`src/rtl/uart_pkg.sv`:
```
// Shared constants for the buffered UART transmitter: register map,
// STATUS bit layout, serialiser state encoding and reset divisor.
package uart_pkg;

  localparam logic [1:0] REG_TXDATA = 2'd0;
  localparam logic [1:0] REG_STATUS = 2'd1;
  localparam logic [1:0] REG_DIV    = 2'd2;
  localparam logic [1:0] REG_RSVD   = 2'd3;

  localparam int STAT_EMPTY     = 0;
  localparam int STAT_FULL      = 1;
  localparam int STAT_BUSY      = 2;
  localparam int STAT_LEVEL_LSB = 8;
  localparam int STAT_OVF       = 16;

  localparam logic [1:0] ST_IDLE  = 2'd0;
  localparam logic [1:0] ST_START = 2'd1;
  localparam logic [1:0] ST_DATA  = 2'd2;
  localparam logic [1:0] ST_STOP  = 2'd3;

  // 50 MHz / 115200 baud
  localparam int UART_DEFAULT_DIV = 434;

  function automatic logic [31:0] pack_status(
    input logic       overflow,
    input logic [7:0] level,
    input logic       busy,
    input logic       full,
    input logic       empty
  );
    logic [31:0] s;
    s                          = '0;
    s[STAT_OVF]                = overflow;
    s[STAT_LEVEL_LSB +: 8]     = level;
    s[STAT_BUSY]               = busy;
    s[STAT_FULL]               = full;
    s[STAT_EMPTY]              = empty;
    return s;
  endfunction

endpackage

```
`src/rtl/uart_sync_fifo.sv`:
```
// Single-clock first-word-fall-through FIFO; rd_data always shows the head entry.
// A push into a full FIFO is accepted only when a pop happens in the same cycle.
module uart_sync_fifo #(
  parameter int WIDTH = 8,
  parameter int DEPTH = 16,
  localparam int AW   = $clog2(DEPTH),
  localparam int LW   = AW + 1
) (
  input  logic             clk,
  input  logic             rst,
  input  logic             push,
  input  logic [WIDTH-1:0] push_data,
  input  logic             pop,
  output logic [WIDTH-1:0] rd_data,
  output logic             full,
  output logic             empty,
  output logic [LW-1:0]    level
);

  logic [WIDTH-1:0] mem [DEPTH];
  logic [AW-1:0]    wr_ptr_reg;
  logic [AW-1:0]    rd_ptr_reg;
  logic [LW-1:0]    level_reg;
  logic             wr_en;
  logic             rd_en;

  assign full    = (level_reg == LW'(DEPTH));
  assign empty   = (level_reg == '0);
  assign level   = level_reg;
  assign rd_en   = pop && !empty;
  assign wr_en   = push && (!full || rd_en);
  assign rd_data = mem[rd_ptr_reg];

  always_ff @(posedge clk) begin
    if (wr_en) begin
      mem[wr_ptr_reg] <= push_data;
    end
  end

  // Pointers wrap naturally because DEPTH is a power of two.
  always_ff @(posedge clk or posedge rst) begin
    if (rst) begin
      wr_ptr_reg <= '0;
      rd_ptr_reg <= '0;
      level_reg  <= '0;
    end else begin
      if (wr_en) begin
        wr_ptr_reg <= wr_ptr_reg + AW'(1);
      end
      if (rd_en) begin
        rd_ptr_reg <= rd_ptr_reg + AW'(1);
      end
      case ({wr_en, rd_en})
        2'b10:   level_reg <= level_reg + LW'(1);
        2'b01:   level_reg <= level_reg - LW'(1);
        default: level_reg <= level_reg;
      endcase
    end
  end

endmodule

```
`src/rtl/uart_tx_buffered.sv`:
```
// Memory-mapped 8N1 UART transmitter with a byte FIFO: register decode,
// divisor and overflow registers, bit timer and serialiser FSM.
module uart_tx_buffered
  import uart_pkg::*;
#(
  parameter int FIFO_DEPTH  = 16,
  parameter int DIV_W       = 16,
  parameter int DEFAULT_DIV = UART_DEFAULT_DIV
) (
  input  logic        clk_i,
  input  logic        rst_i,
  input  logic        sel_i,
  input  logic [1:0]  addr_i,
  input  logic        we_i,
  input  logic [31:0] data_i,
  output logic [31:0] data_o,
  output logic        txd_o,
  output logic        tx_empty_o
);

  localparam int LW = $clog2(FIFO_DEPTH) + 1;

  logic             wr_txdata;
  logic             wr_status;
  logic             wr_div;
  logic             fifo_pop;
  logic             fifo_full;
  logic             fifo_empty;
  logic [7:0]       fifo_rd_data;
  logic [LW-1:0]    fifo_level;
  logic [7:0]       level_byte;
  logic             busy;
  logic [DIV_W-1:0] div_wr_value;
  logic [31:0]      rd_value;
  logic             unused_data;

  logic [1:0]       state_reg;
  logic [DIV_W-1:0] div_reg;
  logic [DIV_W-1:0] bit_div_reg;
  logic [DIV_W-1:0] timer_reg;
  logic [7:0]       shift_reg;
  logic [2:0]       bit_cnt_reg;
  logic             txd_reg;
  logic             overflow_reg;
  logic [31:0]      data_reg;

  assign wr_txdata    = sel_i && we_i && (addr_i == REG_TXDATA);
  assign wr_status    = sel_i && we_i && (addr_i == REG_STATUS);
  assign wr_div       = sel_i && we_i && (addr_i == REG_DIV);
  assign busy         = (state_reg != ST_IDLE);
  assign fifo_pop     = !busy && !fifo_empty;
  assign div_wr_value = (data_i[DIV_W-1:0] == '0) ? DIV_W'(1) : data_i[DIV_W-1:0];
  // Only the low byte of the level fits the STATUS field.
  assign level_byte   = 8'(fifo_level);
  assign unused_data  = ^data_i;

  uart_sync_fifo #(
    .WIDTH (8),
    .DEPTH (FIFO_DEPTH)
  ) u_fifo (
    .clk       (clk_i),
    .rst       (rst_i),
    .push      (wr_txdata),
    .push_data (data_i[7:0]),
    .pop       (fifo_pop),
    .rd_data   (fifo_rd_data),
    .full      (fifo_full),
    .empty     (fifo_empty),
    .level     (fifo_level)
  );

  always_ff @(posedge clk_i or posedge rst_i) begin
    if (rst_i) begin
      div_reg      <= DIV_W'(DEFAULT_DIV);
      overflow_reg <= 1'b0;
    end else begin
      if (wr_div) begin
        div_reg <= div_wr_value;
      end
      if (wr_txdata && fifo_full && !fifo_pop) begin
        overflow_reg <= 1'b1;
      end else if (wr_status && data_i[STAT_OVF]) begin
        overflow_reg <= 1'b0;
      end
    end
  end

  always_comb begin
    rd_value = '0;
    case (addr_i)
      REG_STATUS: rd_value = pack_status(overflow_reg, level_byte, busy, fifo_full, fifo_empty);
      REG_DIV:    rd_value = 32'(div_reg);
      REG_TXDATA: rd_value = '0;
      REG_RSVD:   rd_value = '0;
      default:    rd_value = '0;
    endcase
  end

  always_ff @(posedge clk_i or posedge rst_i) begin
    if (rst_i) begin
      data_reg <= '0;
    end else if (sel_i) begin
      data_reg <= rd_value;
    end
  end

  // txd_reg is loaded with the level of the state being entered, so the line
  // changes on the same edge as the state and each bit lasts bit_div cycles.
  always_ff @(posedge clk_i or posedge rst_i) begin
    if (rst_i) begin
      state_reg   <= ST_IDLE;
      bit_div_reg <= DIV_W'(1);
      timer_reg   <= '0;
      shift_reg   <= '0;
      bit_cnt_reg <= '0;
      txd_reg     <= 1'b1;
    end else begin
      case (state_reg)
        ST_IDLE: begin
          txd_reg <= 1'b1;
          if (!fifo_empty) begin
            shift_reg   <= fifo_rd_data;
            bit_div_reg <= div_reg;
            timer_reg   <= div_reg - DIV_W'(1);
            state_reg   <= ST_START;
            txd_reg     <= 1'b0;
          end
        end
        ST_START: begin
          if (timer_reg == '0) begin
            state_reg   <= ST_DATA;
            bit_cnt_reg <= 3'd0;
            timer_reg   <= bit_div_reg - DIV_W'(1);
            txd_reg     <= shift_reg[0];
          end else begin
            timer_reg <= timer_reg - DIV_W'(1);
          end
        end
        ST_DATA: begin
          if (timer_reg == '0) begin
            timer_reg <= bit_div_reg - DIV_W'(1);
            if (bit_cnt_reg == 3'd7) begin
              state_reg <= ST_STOP;
              txd_reg   <= 1'b1;
            end else begin
              bit_cnt_reg <= bit_cnt_reg + 3'd1;
              shift_reg   <= shift_reg >> 1;
              txd_reg     <= shift_reg[1];
            end
          end else begin
            timer_reg <= timer_reg - DIV_W'(1);
          end
        end
        ST_STOP: begin
          if (timer_reg == '0) begin
            state_reg <= ST_IDLE;
            txd_reg   <= 1'b1;
          end else begin
            timer_reg <= timer_reg - DIV_W'(1);
          end
        end
        default: begin
          state_reg <= ST_IDLE;
          txd_reg   <= 1'b1;
        end
      endcase
    end
  end

  assign data_o     = data_reg;
  assign txd_o      = txd_reg;
  assign tx_empty_o = fifo_empty && !busy;

endmodule

```
`config.mk`:
```
export PLATFORM = sky130hd
export DESIGN_NAME = uart_tx_buffered
export DESIGN_NICKNAME = d
export VERILOG_FILES = /design/src/rtl/uart_pkg.sv /design/src/rtl/uart_sync_fifo.sv /design/src/rtl/uart_tx_buffered.sv
export SDC_FILE = /design/constraint.sdc
export NUM_CORES = 1
export LEC_CHECK = 0
export ABC_AREA = 1
export CELL_PAD_IN_SITES_DETAIL_PLACEMENT = 1
export CELL_PAD_IN_SITES_GLOBAL_PLACEMENT = 2
export CORE_AREA = 8 8 174 176
export DETAILED_ROUTE_END_ITERATION = 10
export DIE_AREA = 0 0 182 184
export GPL_ROUTABILITY_DRIVEN = 0
export PLACE_DENSITY = 0.81
export SLEW_MARGIN = 20
export SYNTH_ARGS = -nofsm -noshare
export SYNTH_HDL_FRONTEND = slang
export SYNTH_SLANG_ARGS = --single-unit
```
`constraint.sdc`:
```
create_clock -name clk_i -period 6.2 [get_ports clk_i]
set_input_delay 0.93 -clock clk_i [delete_from_list [all_inputs] [get_ports clk_i]]
set_output_delay 0.93 -clock clk_i [all_outputs]
set_load 0.005 [all_outputs]
```
==> metrics.cfg, run 1 <==
[clock_network]
h-tree-depth = 1
cts_max_path_buffers = 3
post_cts_resized = 0
worstSkewPairLatency_ns = 0.53
clock-sinks = 221
post_cts_buffers = 0
holdBufCountCts = 0
numCtsBuffers = 25
clock-root-buffer = clkbuf_16
cts_tree = yes
path_clk_slew_ns = 0.06

[place]
dp_hpwl_mm = 20.3
dpl_cell_area_sq_um = 11500
port_buffers = 41
dp_cells = 1521

[critical_path]
critical_path.max_fanout = 18
crit_type = reg2reg
critPathLaunchType = flop
worstPathRequired_ns = 6.62
arrival_ns = 3.90
rrSetupSlack_ns = 2.72
cp-end-kind = flop

[power_and_ir_drop]
clock_power_share_pct = 34.3
leakage_nw = 4.71
power.internal_mw = 2.94
ir_worst_vdd_mv = 0.208
powerDensity_nw_per_um2 = 353
switchingPower_mw = 1.39
combPwrFrac_pct = 21.6
swShare_pct = 32.0
seqPwrFrac_pct = 44.1

[sta]
max_freq_mhz = 287
slew_violations = 0
fin_setup_tns_ns = 0
fin_crit_ns = 3.48
setup_viol = 0
period_share_pct = 56.2
rsz0062_at_grt = false
skew_ns = 0.0105
max_slew.worst_pin.slew_ns = 0.930
slew_headroom_pct = 37.8
finalHoldViolCount = 0

[synthesis]
ys_warn_count = 0
netlist_area_sq_um = 10800
synth_edf_count = 128
yosysUniqueCellTypes = 40
synth_ff_type = edfxtp_1
synthArstFlopShare_pct = 42.1
synthCells = 1174
avgSynthCellArea_sq_um = 9.21
ys_seq_elements = 221
synth_seq_area_share_pct = 57.1

[final_layout]
nets = 1258
fillers = 3159
drive_gt1_share_pct = 6.47
area_delta_synth_final_pct = 13.5
regArea_sq_um = 6180
multiInputGateArea_sq_um = 4030
diodes = 0
largest-register = u_fifo.mem
largest_reg_flops = 128
final_area_sq_um = 12300
fin_cells = 1567

[die]
initial_core_util_pct = 39.4
io_pins = 72
die_area_sq_um = 33500
die_h_um = 184
die_w_um = 182
rows = 61
coreArea_sq_um = 27500

[route]
drc = 0
drt_iter0_markers = 517
final_antenna_net_count = 0
vias = 8241
wl_mm = 30.2
dr.pass1.iters = 5
vias_per_cell = 5.26
avgRoutedWirePerCell_um = 19.2

[global_routing]
antenna_found_initial = 0
grt_overflow_total = 0
grt_pass1_vias = 8753
track_usage_pct = 18.3
grt_pass1_wl_mm = 48.9
grt_max_degree = 68

[worst_hold_path]
hp-class = reg2reg

[status]
status = finished clean

[run]
drv_cap = 0

## worst paths after layout
| kind | start | end | cells past startpoint |
|---|---|---|---|
| max | state_reg[0]$_DFFE_PP0P_ | u_fifo.level[4]$_DFFE_PP0P_ | 18 |
| min | txd_o$_DFFE_PP1P_ | txd_o$_DFFE_PP1P_ | 2 |
| max reg2reg | state_reg[0]$_DFFE_PP0P_ | u_fifo.level[4]$_DFFE_PP0P_ | 18 |
| min reg2reg | txd_o$_DFFE_PP1P_ | txd_o$_DFFE_PP1P_ | 2 |
| max in group asynchronous | rst_i | u_fifo.rd_ptr_reg[0]$_DFFE_PP0P_ | 3 |
| min in group asynchronous | rst_i | data_o[3]$_DFFE_PP0P_ | 2 |
## placed cells by master, fill, tap and decap left out, types with 8 or more instances in the layout
cell / instances
clkbuf_16: 25
conb_1: 15
nor2_1: 186
nand2_1: 231
clkdlybuf4s50_1: 41
a21oi_1: 20
dfrtp_1: 85
xnor2_1: 9
nor2_4: 8
ha_1: 18
xor2_1: 25
clkbuf_1: 9
inv_1: 82
a31oi_1: 10
o211ai_1: 31
buf_4: 9
o21ai_0: 133
edfxtp_1: 128
nand3_1: 82
## cell families (layout without fill, tap and decap cells)
group | count (synthesis) | after routing | synth area share, %
compound gates | 208 | 208 | 10.8
xor+xnor | 34 | 34 | 2.75
fa+ha+maj | 18 | 18 | 2.08
buf+inv | 154 | 187 | 6.25
flops | 221 | 221 | 57.1
other cells | 1 | 15 | 0.0347
simple gates | 538 | 538 | 21.0
## cell type report
type | instances | area share (%)
Tap cell | 346 | 3.53
Multi-Input combinational cell | 813 | 32.8
Timing Repair Buffer | 50 | 3.89
Inverter | 91 | 2.80
Sequential cell | 221 | 50.3
Clock buffer | 38 | 5.82
Clock inverter | 8 | 0.836
## critical path, stage by stage, from the launching register on
cell	delay [ns]
dfrtp_1	0.38
inv_1	0.10
ha_1	0.20
buf_4	0.21
inv_1	0.44
buf_4	0.29
nand2_1	0.07
nand2_1	0.31
ha_1	0.36
xor2_1	0.22
ha_1	0.17
inv_1	0.04
nand2_1	0.09
nand2_1	0.06
nand2_1	0.07
a21oi_1	0.07
xor2_1	0.14
nand2_1	0.06
o21ai_0	0.07
## per-stage QoR
stage | utilization, % | hold WS [ns] | setup WS, ns | total power, mW
global placement | 41.7 | 0.465 | 2.27 | 2.86
detailed placement | 41.7 | 0.470 | 2.21 | 2.89
global route | 44.7 | 0.503 | 2.34 | 4.59
finish | 44.7 | 0.488 | 2.72 | 4.33
CTS | 44.7 | 0.492 | 2.67 | 4.39
floorplan | - | 0.449 | 2.86 | 2.56
## Yosys cell counts (5+ instances only)
library cell / n / area (sq um)
a21oi_1: 20 / 100
a31oi_1: 10 / 62.6
buf_2: 18 / 90.1
buf_4: 18 / 135
clkbuf_1: 25 / 93.8
dfrtp_1: 86 / 2150
dfstp_2: 7 / 184
edfxtp_1: 128 / 3840
ha_1: 18 / 225
inv_1: 84 / 315
nand2_1: 231 / 867
nand3_1: 82 / 410
nand4_1: 7 / 43.8
nor2_1: 187 / 702
nor2_4: 7 / 78.8
nor4_1: 5 / 31.3
o211ai_1: 31 / 233
o21ai_0: 133 / 666
xnor2_1: 9 / 78.8
xor2_1: 25 / 219
## metal layers
layer / share of wire (%) / track usage [%] / vias up
met1: 47 / 24.8 / 4103
met5: 0 / 0 / -
met2: 48 / 30.5 / 130
li1: - / - / 3968
met3: 3.4 / 2.49 / 40
met4: 2.1 / 4.92 / 0
## power groups by stage
stage / Clock [mW] / Combinational (mW) / Sequential [mW]
final: 1.48 / 0.937 / 1.91
after global routing: 1.57 / 1.08 / 1.94
after CTS: 1.52 / 0.957 / 1.91
after detailed placement: 0 / 0.950 / 1.94
after global placement: 0 / 0.929 / 1.94
after floorplan: 0 / 0.680 / 1.88
Note: power is estimated with default switching activity, not from simulation.
==> run 2: changes to the inputs <==
--- a/config.mk
+++ b/config.mk
@@ -8,11 +8,11 @@
 export ABC_AREA = 1
 export CELL_PAD_IN_SITES_DETAIL_PLACEMENT = 1
 export CELL_PAD_IN_SITES_GLOBAL_PLACEMENT = 2
-export CORE_AREA = 8 8 174 176
+export CORE_AREA = 8 8 178 180
 export DETAILED_ROUTE_END_ITERATION = 10
-export DIE_AREA = 0 0 182 184
+export DIE_AREA = 0 0 186 188
 export GPL_ROUTABILITY_DRIVEN = 0
-export PLACE_DENSITY = 0.81
+export PLACE_DENSITY = 0.78
 export SLEW_MARGIN = 20
 export SYNTH_ARGS = -nofsm -noshare
 export SYNTH_HDL_FRONTEND = slang
==> constraint.sdc (replaced) <==
create_clock -name clk_i -period 3.47 [get_ports clk_i]
set_input_delay 0.5205 -clock clk_i [delete_from_list [all_inputs] [get_ports clk_i]]
set_output_delay 0.5205 -clock clk_i [all_outputs]
set_load 0.005 [all_outputs]
==> run 2 against run 1 <==
Against the previous run: final cell count rose by 4.7%; first-iteration DRC count is 31% lower; global-route usage fell by 0.42 points; sequential share of layout area down 1.3 points; utilization decreased by 1.3 points.
==> metrics.cfg, run 2 (same netlist as run 1, synthesis figures left out) <==
[die]
die_area_sq_um = 35000  ; was 33500 sq um
die_w_um = 186  ; was 182 um
initial_core_util_pct = 37.3  ; was 39.4%
die_h_um = 188  ; was 184 um
io_pins = 72  ; unchanged
rows = 63  ; was 61
coreArea_sq_um = 29000  ; was 27500 sq um

[critical_path]
crit_family = simple AND/OR/NAND/NOR gates  ; was buffers and inverters
worstPathRequired_ns = 2.95  ; was 6.62 ns
arrival_ns = 2.43  ; was 3.90 ns
path_cells = nor2_1 > nand3_1 > nor2_1 > nand2_1 > inv_1 > clkdlybuf4s50_1  ; was inv_1 > ha_1 > buf_4 > inv_1 > buf_4 > nand2_1 > nand2_1 > ha_1 > xor2_1 > ha_1 > inv_1 > nand2_1 > nand2_1 > nand2_1 > a21oi_1 > xor2_1 > nand2_1 > o21ai_0
critPathLaunchType = flop  ; unchanged
critical_path.most_common_cell = nor2_1  ; was nand2_1
max_stage_delay_ns = 0.51  ; was 0.44 ns
critical_path.max_fanout = 6  ; was 18
crit_buf_inv = 2  ; was 5
cpMaxStageDelayCell = clkdlybuf4s50_1  ; was inv_1
crit_type = reg2out  ; was reg2reg
cp-end-kind = output pin  ; was flop

[sta]
slew_violations = 0  ; unchanged
max_slew.worst_pin.slew_ns = 0.876  ; was 0.930 ns
max_freq_mhz = 339
slew_headroom_pct = 41.4  ; was 37.8%
fin_crit_ns = 2.95
skew_ns = 0.00776  ; was 0.0105 ns
fin_setup_tns_ns = 0  ; unchanged
period_share_pct = 85.0
rsz0062_at_grt = false  ; unchanged
finalHoldViolCount = 0  ; unchanged
setup_viol = 0  ; unchanged

[final_layout]
drive_gt1_share_pct = 8.87  ; was 6.47%
fin_util_pct = 43.4  ; was 44.7%
final_common_cell = nand2_1  ; unchanged
fillers = 3395  ; was 3159
final_cell_mix = nand2_1 (231), nor2_1 (186), o21ai_0 (133)  ; unchanged
diodes = 0  ; unchanged
nets = 1288  ; was 1258
area_delta_synth_final_pct = 16.5  ; was 13.5%
largest-register = u_fifo.mem  ; unchanged
largest_reg_flops = 128  ; unchanged

[clock_network]
holdBufCountCts = 0  ; unchanged
h-tree-depth = 1  ; unchanged
clock-sinks = 221  ; unchanged
cts_tree = yes  ; unchanged
path_clk_slew_ns = 0.06  ; about the same
worstSkewPairLatency_ns = 0.53  ; about the same
numCtsBuffers = 26  ; was 25
clock-root-buffer = clkbuf_16  ; unchanged
post_cts_buffers = 0  ; unchanged
post_cts_resized = 0  ; unchanged
cts_max_path_buffers = 3  ; unchanged

[global_routing]
grt_max_degree = 57  ; was 68
grt_overflow_total = 0  ; unchanged
track_usage_pct = 17.9  ; was 18.3%
grt_pass1_vias = 8650  ; was 8753
grt_pass1_wl_mm = 49.2  ; was 48.9 mm
antenna_found_initial = 0  ; unchanged

[place]
port_buffers = 41  ; unchanged
dp_hpwl_mm = 21.2  ; was 20.3 mm

[route]
final_antenna_net_count = 0  ; unchanged
vias_per_cell = 5.01  ; was 5.26
drt_iter0_markers = 359  ; was 517
dr.pass1.iters = 4  ; was 5
wl_mm = 30.6  ; was 30.2 mm
avgRoutedWirePerCell_um = 18.7  ; was 19.2 um
drc = 0  ; unchanged
vias = 8220  ; was 8241

[power_and_ir_drop]
ir_worst_vdd_mv = 0.369  ; was 0.208 mV
powerDensity_nw_per_um2 = 625  ; was 353 nW/um^2
leakage_nw = 4.89  ; was 4.71 nW

[status]
status = finished clean  ; unchanged

[worst_hold_path]
hp-class = in2async  ; was reg2reg

[run]
drv_cap = 0  ; unchanged

## run 2: cell count changes in the layout (fill, tap and decap cells not counted), sizes merged
cell | before | now
bufinv | 2 | 4
clkbuf | 38 | 32
clkinvlp | 0 | 1
inv | 87 | 86
buf | 9 | 38
clkinv | 10 | 15
## run 2: final timing paths
path	cells after the start	endpoint	start	slack [ns]
worst max-delay path	6	tx_empty_o	u_fifo.level[1]$_DFFE_PP0P_	0.52
worst min-delay path	2	data_o[4]$_DFFE_PP0P_	rst_i	0.38
worst max register to register	11	timer_reg[10]$_DFFE_PP0P_	timer_reg[0]$_DFFE_PP0P_	0.92
worst min register to register	2	shift_reg[6]$_DFFE_PP0P_	shift_reg[6]$_DFFE_PP0P_	0.48
max in group asynchronous	3	txd_o$_DFFE_PP1P_	rst_i	2.34
min in group clk_i	2	shift_reg[6]$_DFFE_PP0P_	shift_reg[6]$_DFFE_PP0P_	0.48
## run 2: through the flow
step | instance area (sq um) | setup WS (ns) | hold slack [ns] | power, mW | instances
6_report | 12600 | 0.522 | 0.381 | 7.88 | 1641
5_1_grt | 12600 | 0.365 | 0.427 | 8.36 | 1641
4_1_cts | 12600 | 0.444 | 0.378 | 8.00 | 1641
3_5_place_dp | 11700 | 0.524 | 0.471 | 5.19 | 1594
3_3_place_gp | 11700 | 0.559 | 0.465 | 5.13 | 1594
2_1_floorplan | 10900 | 0.541 | 0.449 | 4.57 | 1188
## run 2: cell type report
type                       instances  area (sq um)  share of cell area, %
sequential                       221          6180                   49.1
tap                              390           488                   3.87
clock buffer                      32           673                   5.34
clock inverter                    15           190                   1.51
inverter                          91           344                   2.73
multi-input combinational        813          4020                   31.9
timing repair buffer              79           708                   5.62
## run 2: routing by layer
| layer | track usage, % | routed length [um] | vias to the layer above |
|---|---|---|---|
| met4 | 4.76 | 806 | 0 |
| met3 | 2.57 | 1070 | 50 |
| li1 | - | - | 4021 |
| met5 | 0 | 0 | - |
| met1 | 23.8 | 14100 | 4029 |
| met2 | 30.1 | 14700 | 120 |
## run 2: report_power, final
group          switching (mW)  internal (mW)  total, mW
logic                    1.06          0.617       1.67
clock network            1.09           1.68       2.76
registers               0.349           3.09       3.44
total                    2.49           5.38       7.88
==> run 3: changes to the inputs <==
--- a/config.mk
+++ b/config.mk
@@ -8,11 +8,11 @@
 export ABC_AREA = 1
 export CELL_PAD_IN_SITES_DETAIL_PLACEMENT = 1
 export CELL_PAD_IN_SITES_GLOBAL_PLACEMENT = 2
-export CORE_AREA = 8 8 178 180
+export CORE_AREA = 8 8 188 190
 export DETAILED_ROUTE_END_ITERATION = 10
-export DIE_AREA = 0 0 186 188
+export DIE_AREA = 0 0 196 198
 export GPL_ROUTABILITY_DRIVEN = 0
-export PLACE_DENSITY = 0.78
+export PLACE_DENSITY = 0.73
 export SLEW_MARGIN = 20
 export SYNTH_ARGS = -nofsm -noshare
 export SYNTH_HDL_FRONTEND = slang
==> constraint.sdc (replaced) <==
create_clock -name clk_i -period 2.54 [get_ports clk_i]
set_input_delay 0.381 -clock clk_i [delete_from_list [all_inputs] [get_ports clk_i]]
set_output_delay 0.381 -clock clk_i [all_outputs]
set_load 0.005 [all_outputs]
==> run 3 against run 2 <==
Against the previous run: sequential power rose by 34%; global-route usage is 1.1 points lower; design area rose by 3.1%; highest routed layer unchanged; via count increased by 2.5%; largest cell class unchanged; register-to-register slack worse by 0.76 ns; setup slack got worse by 0.41 ns.
==> metrics.cfg, run 3 (same netlist as run 1, synthesis figures left out) <==
[route]
avgRoutedWirePerCell_um = 19.1  ; was 18.7 um
vias_per_cell = 4.98  ; was 5.01
wl_mm = 32.3  ; was 30.6 mm
dr.pass1.iters = 5  ; was 4
drt_iter0_markers = 451  ; was 359
drc = 0  ; unchanged
final_antenna_net_count = 0  ; unchanged
vias = 8429  ; was 8220

[global_routing]
grt_use_met1_pct = 22.1  ; was 23.8%
grt_util_met3_pct = 2.56  ; was 2.57%
grt_pass1_vias = 8917  ; was 8650
antenna_found_initial = 0  ; unchanged
grt_pass1_wl_mm = 51.2  ; was 49.2 mm
grt_overflow_total = 0  ; unchanged
met2_usage_pct = 28.5  ; was 30.1%
grt_max_degree = 67  ; was 57
track_usage_pct = 16.8  ; was 17.9%
grt-busiest-layer = met2  ; unchanged

[final_layout]
drive_gt1_share_pct = 12.0  ; was 8.87%
fin_util_pct = 40.3  ; was 43.4%
final_common_cell = nand2_1  ; unchanged
area_delta_synth_final_pct = 20.1  ; was 16.5%
largest-register = u_fifo.mem  ; unchanged
multiInputGateArea_sq_um = 4050  ; was 4020 sq um
fillers = 3705  ; was 3395
largest_reg_flops = 128  ; unchanged
diodes = 0  ; unchanged
nets = 1319  ; was 1288
final_cell_mix = nand2_1 (230), nor2_1 (185), o21ai_0 (133)  ; was nand2_1 (231), nor2_1 (186), o21ai_0 (133)
regArea_sq_um = 6180  ; unchanged
fin_cells = 1691  ; was 1641
final_area_sq_um = 13000  ; was 12600 sq um

[status]
status = finished clean  ; unchanged

[clock_network]
clock-sinks = 221  ; unchanged
cts_max_path_buffers = 3  ; unchanged
cts_tree = yes  ; unchanged
numCtsBuffers = 26  ; unchanged
h-tree-depth = 1  ; unchanged
path_clk_slew_ns = 0.06  ; about the same
worstSkewPairLatency_ns = 0.54  ; was 0.53 ns
clock-root-buffer = clkbuf_16  ; unchanged

[critical_path]
cp-end-kind = output pin  ; unchanged
max_stage_delay_ns = 0.50  ; was 0.51 ns
worstPathRequired_ns = 2.16  ; was 2.95 ns
path_cells = inv_2 > ha_4 > buf_4 > nand2_4 > inv_1 > clkdlybuf4s50_1  ; was nor2_1 > nand3_1 > nor2_1 > nand2_1 > inv_1 > clkdlybuf4s50_1
critical_path.max_fanout = 4  ; was 6
arrival_ns = 2.05  ; was 2.43 ns
reg2reg_from = state_reg[1]$_DFFE_PP0P_  ; was timer_reg[0]$_DFFE_PP0P_
crit_type = reg2out  ; unchanged
rrSetupSlack_ns = 0.16  ; was 0.92 ns
critPathLaunchType = flop  ; unchanged
rr_endpoint = u_fifo.level[4]$_DFFE_PP0P_  ; was timer_reg[10]$_DFFE_PP0P_
reg2reg_depth = 17  ; was 11
cpMaxStageDelayCell = clkdlybuf4s50_1  ; unchanged

[place]
dp_hpwl_mm = 22.6  ; was 21.2 mm
dp_cells = 1640  ; was 1594
dpl_cell_area_sq_um = 12000  ; was 11700 sq um
port_buffers = 41  ; unchanged

[die]
coreArea_sq_um = 32200  ; was 29000 sq um
io_pins = 72  ; unchanged
die_h_um = 198  ; was 188 um
die_area_sq_um = 38800  ; was 35000 sq um
initial_core_util_pct = 33.6  ; was 37.3%
die_w_um = 196  ; was 186 um
rows = 66  ; was 63

[power_and_ir_drop]
ir_worst_vdd_mv = 0.442  ; was 0.369 mV
p_total_mw = 11.1  ; was 7.88 mW
powerDensity_nw_per_um2 = 858  ; was 625 nW/um^2
leakage_nw = 5.09  ; was 4.89 nW

[sta]
fin_crit_ns = 2.43
setup_viol = 0  ; unchanged
finalHoldViolCount = 0  ; unchanged
slew_headroom_pct = 52.2  ; was 41.4%
slew_violations = 0  ; unchanged
skew_ns = 0.0105  ; was 0.00776 ns
max_freq_mhz = 412
rsz0062_at_grt = false  ; unchanged
period_share_pct = 95.6
max_slew.worst_pin.slew_ns = 0.710  ; was 0.876 ns

[worst_hold_path]
hp-class = in2async  ; unchanged

[run]
drv_cap = 0  ; unchanged

[run 3: worst max-delay path, delay by kind of cell (launching register included)]
family | cells | cell delay, ns
simple gates | 1 | 0.08
flops | 1 | 0.42
fa+ha+maj | 1 | 0.19
buf+inv | 4 | 0.81
[run 3: cell type report]
cell class | instances | share of cell area, %
Timing Repair Buffer | 110 | 7.63
Clock inverter | 21 | 1.98
Multi-Input combinational cell | 813 | 31.2
Inverter | 91 | 2.66
Sequential cell | 221 | 47.6
Tap cell | 408 | 3.93
Clock buffer | 27 | 5.04
[run 3: what timing repair did]
item	4_1_cts	5_1_grt
gates cloned	0	0
gates resized for setup	6	3
setup buffers	1	2
hold buffers	0	0
pin swaps	1	0
endpoints found under the setup margin	1	2
[run 3: metal layers]
metal	vias to the layer above	routed length (um)
li1	4086	-
met5	-	0
met2	148	15300
met3	54	1270
met1	4141	14800
met4	0	869
[run 3: per-stage QoR]
stage               hold WS [ns]  worst slack [ns]  setup TNS, ns
global route               0.355            0.0140              0
global placement           0.462           -0.0905        -0.0905
floorplan                  0.449            0.0667              0
finish                     0.295             0.112              0
CTS                        0.302           0.00733              0
detailed placement         0.472           -0.0866         -0.108
[run 3: worst max-delay path by stage]
stage,slack (ns),startpoint,end,depth (start not counted)
after floorplan,0.07,state_reg[0]$_DFFE_PP0P_,u_fifo.level[4]$_DFFE_PP0P_,17
after global placement,-0.09,we_i,u_fifo.level[4]$_DFFE_PP0P_,16
after detailed placement,-0.09,we_i,u_fifo.level[4]$_DFFE_PP0P_,16
after CTS,0.007,state_reg[1]$_DFFE_PP0P_,tx_empty_o,6
after global routing,0.01,state_reg[0]$_DFFE_PP0P_,u_fifo.level[4]$_DFFE_PP0P_,17
final,0.11,state_reg[1]$_DFFE_PP0P_,tx_empty_o,6
[run 3: power breakdown]
group	switching [mW]	internal [mW]
clock network	1.58	2.39
registers	0.391	4.22
logic	1.62	0.942
total	3.59	7.55
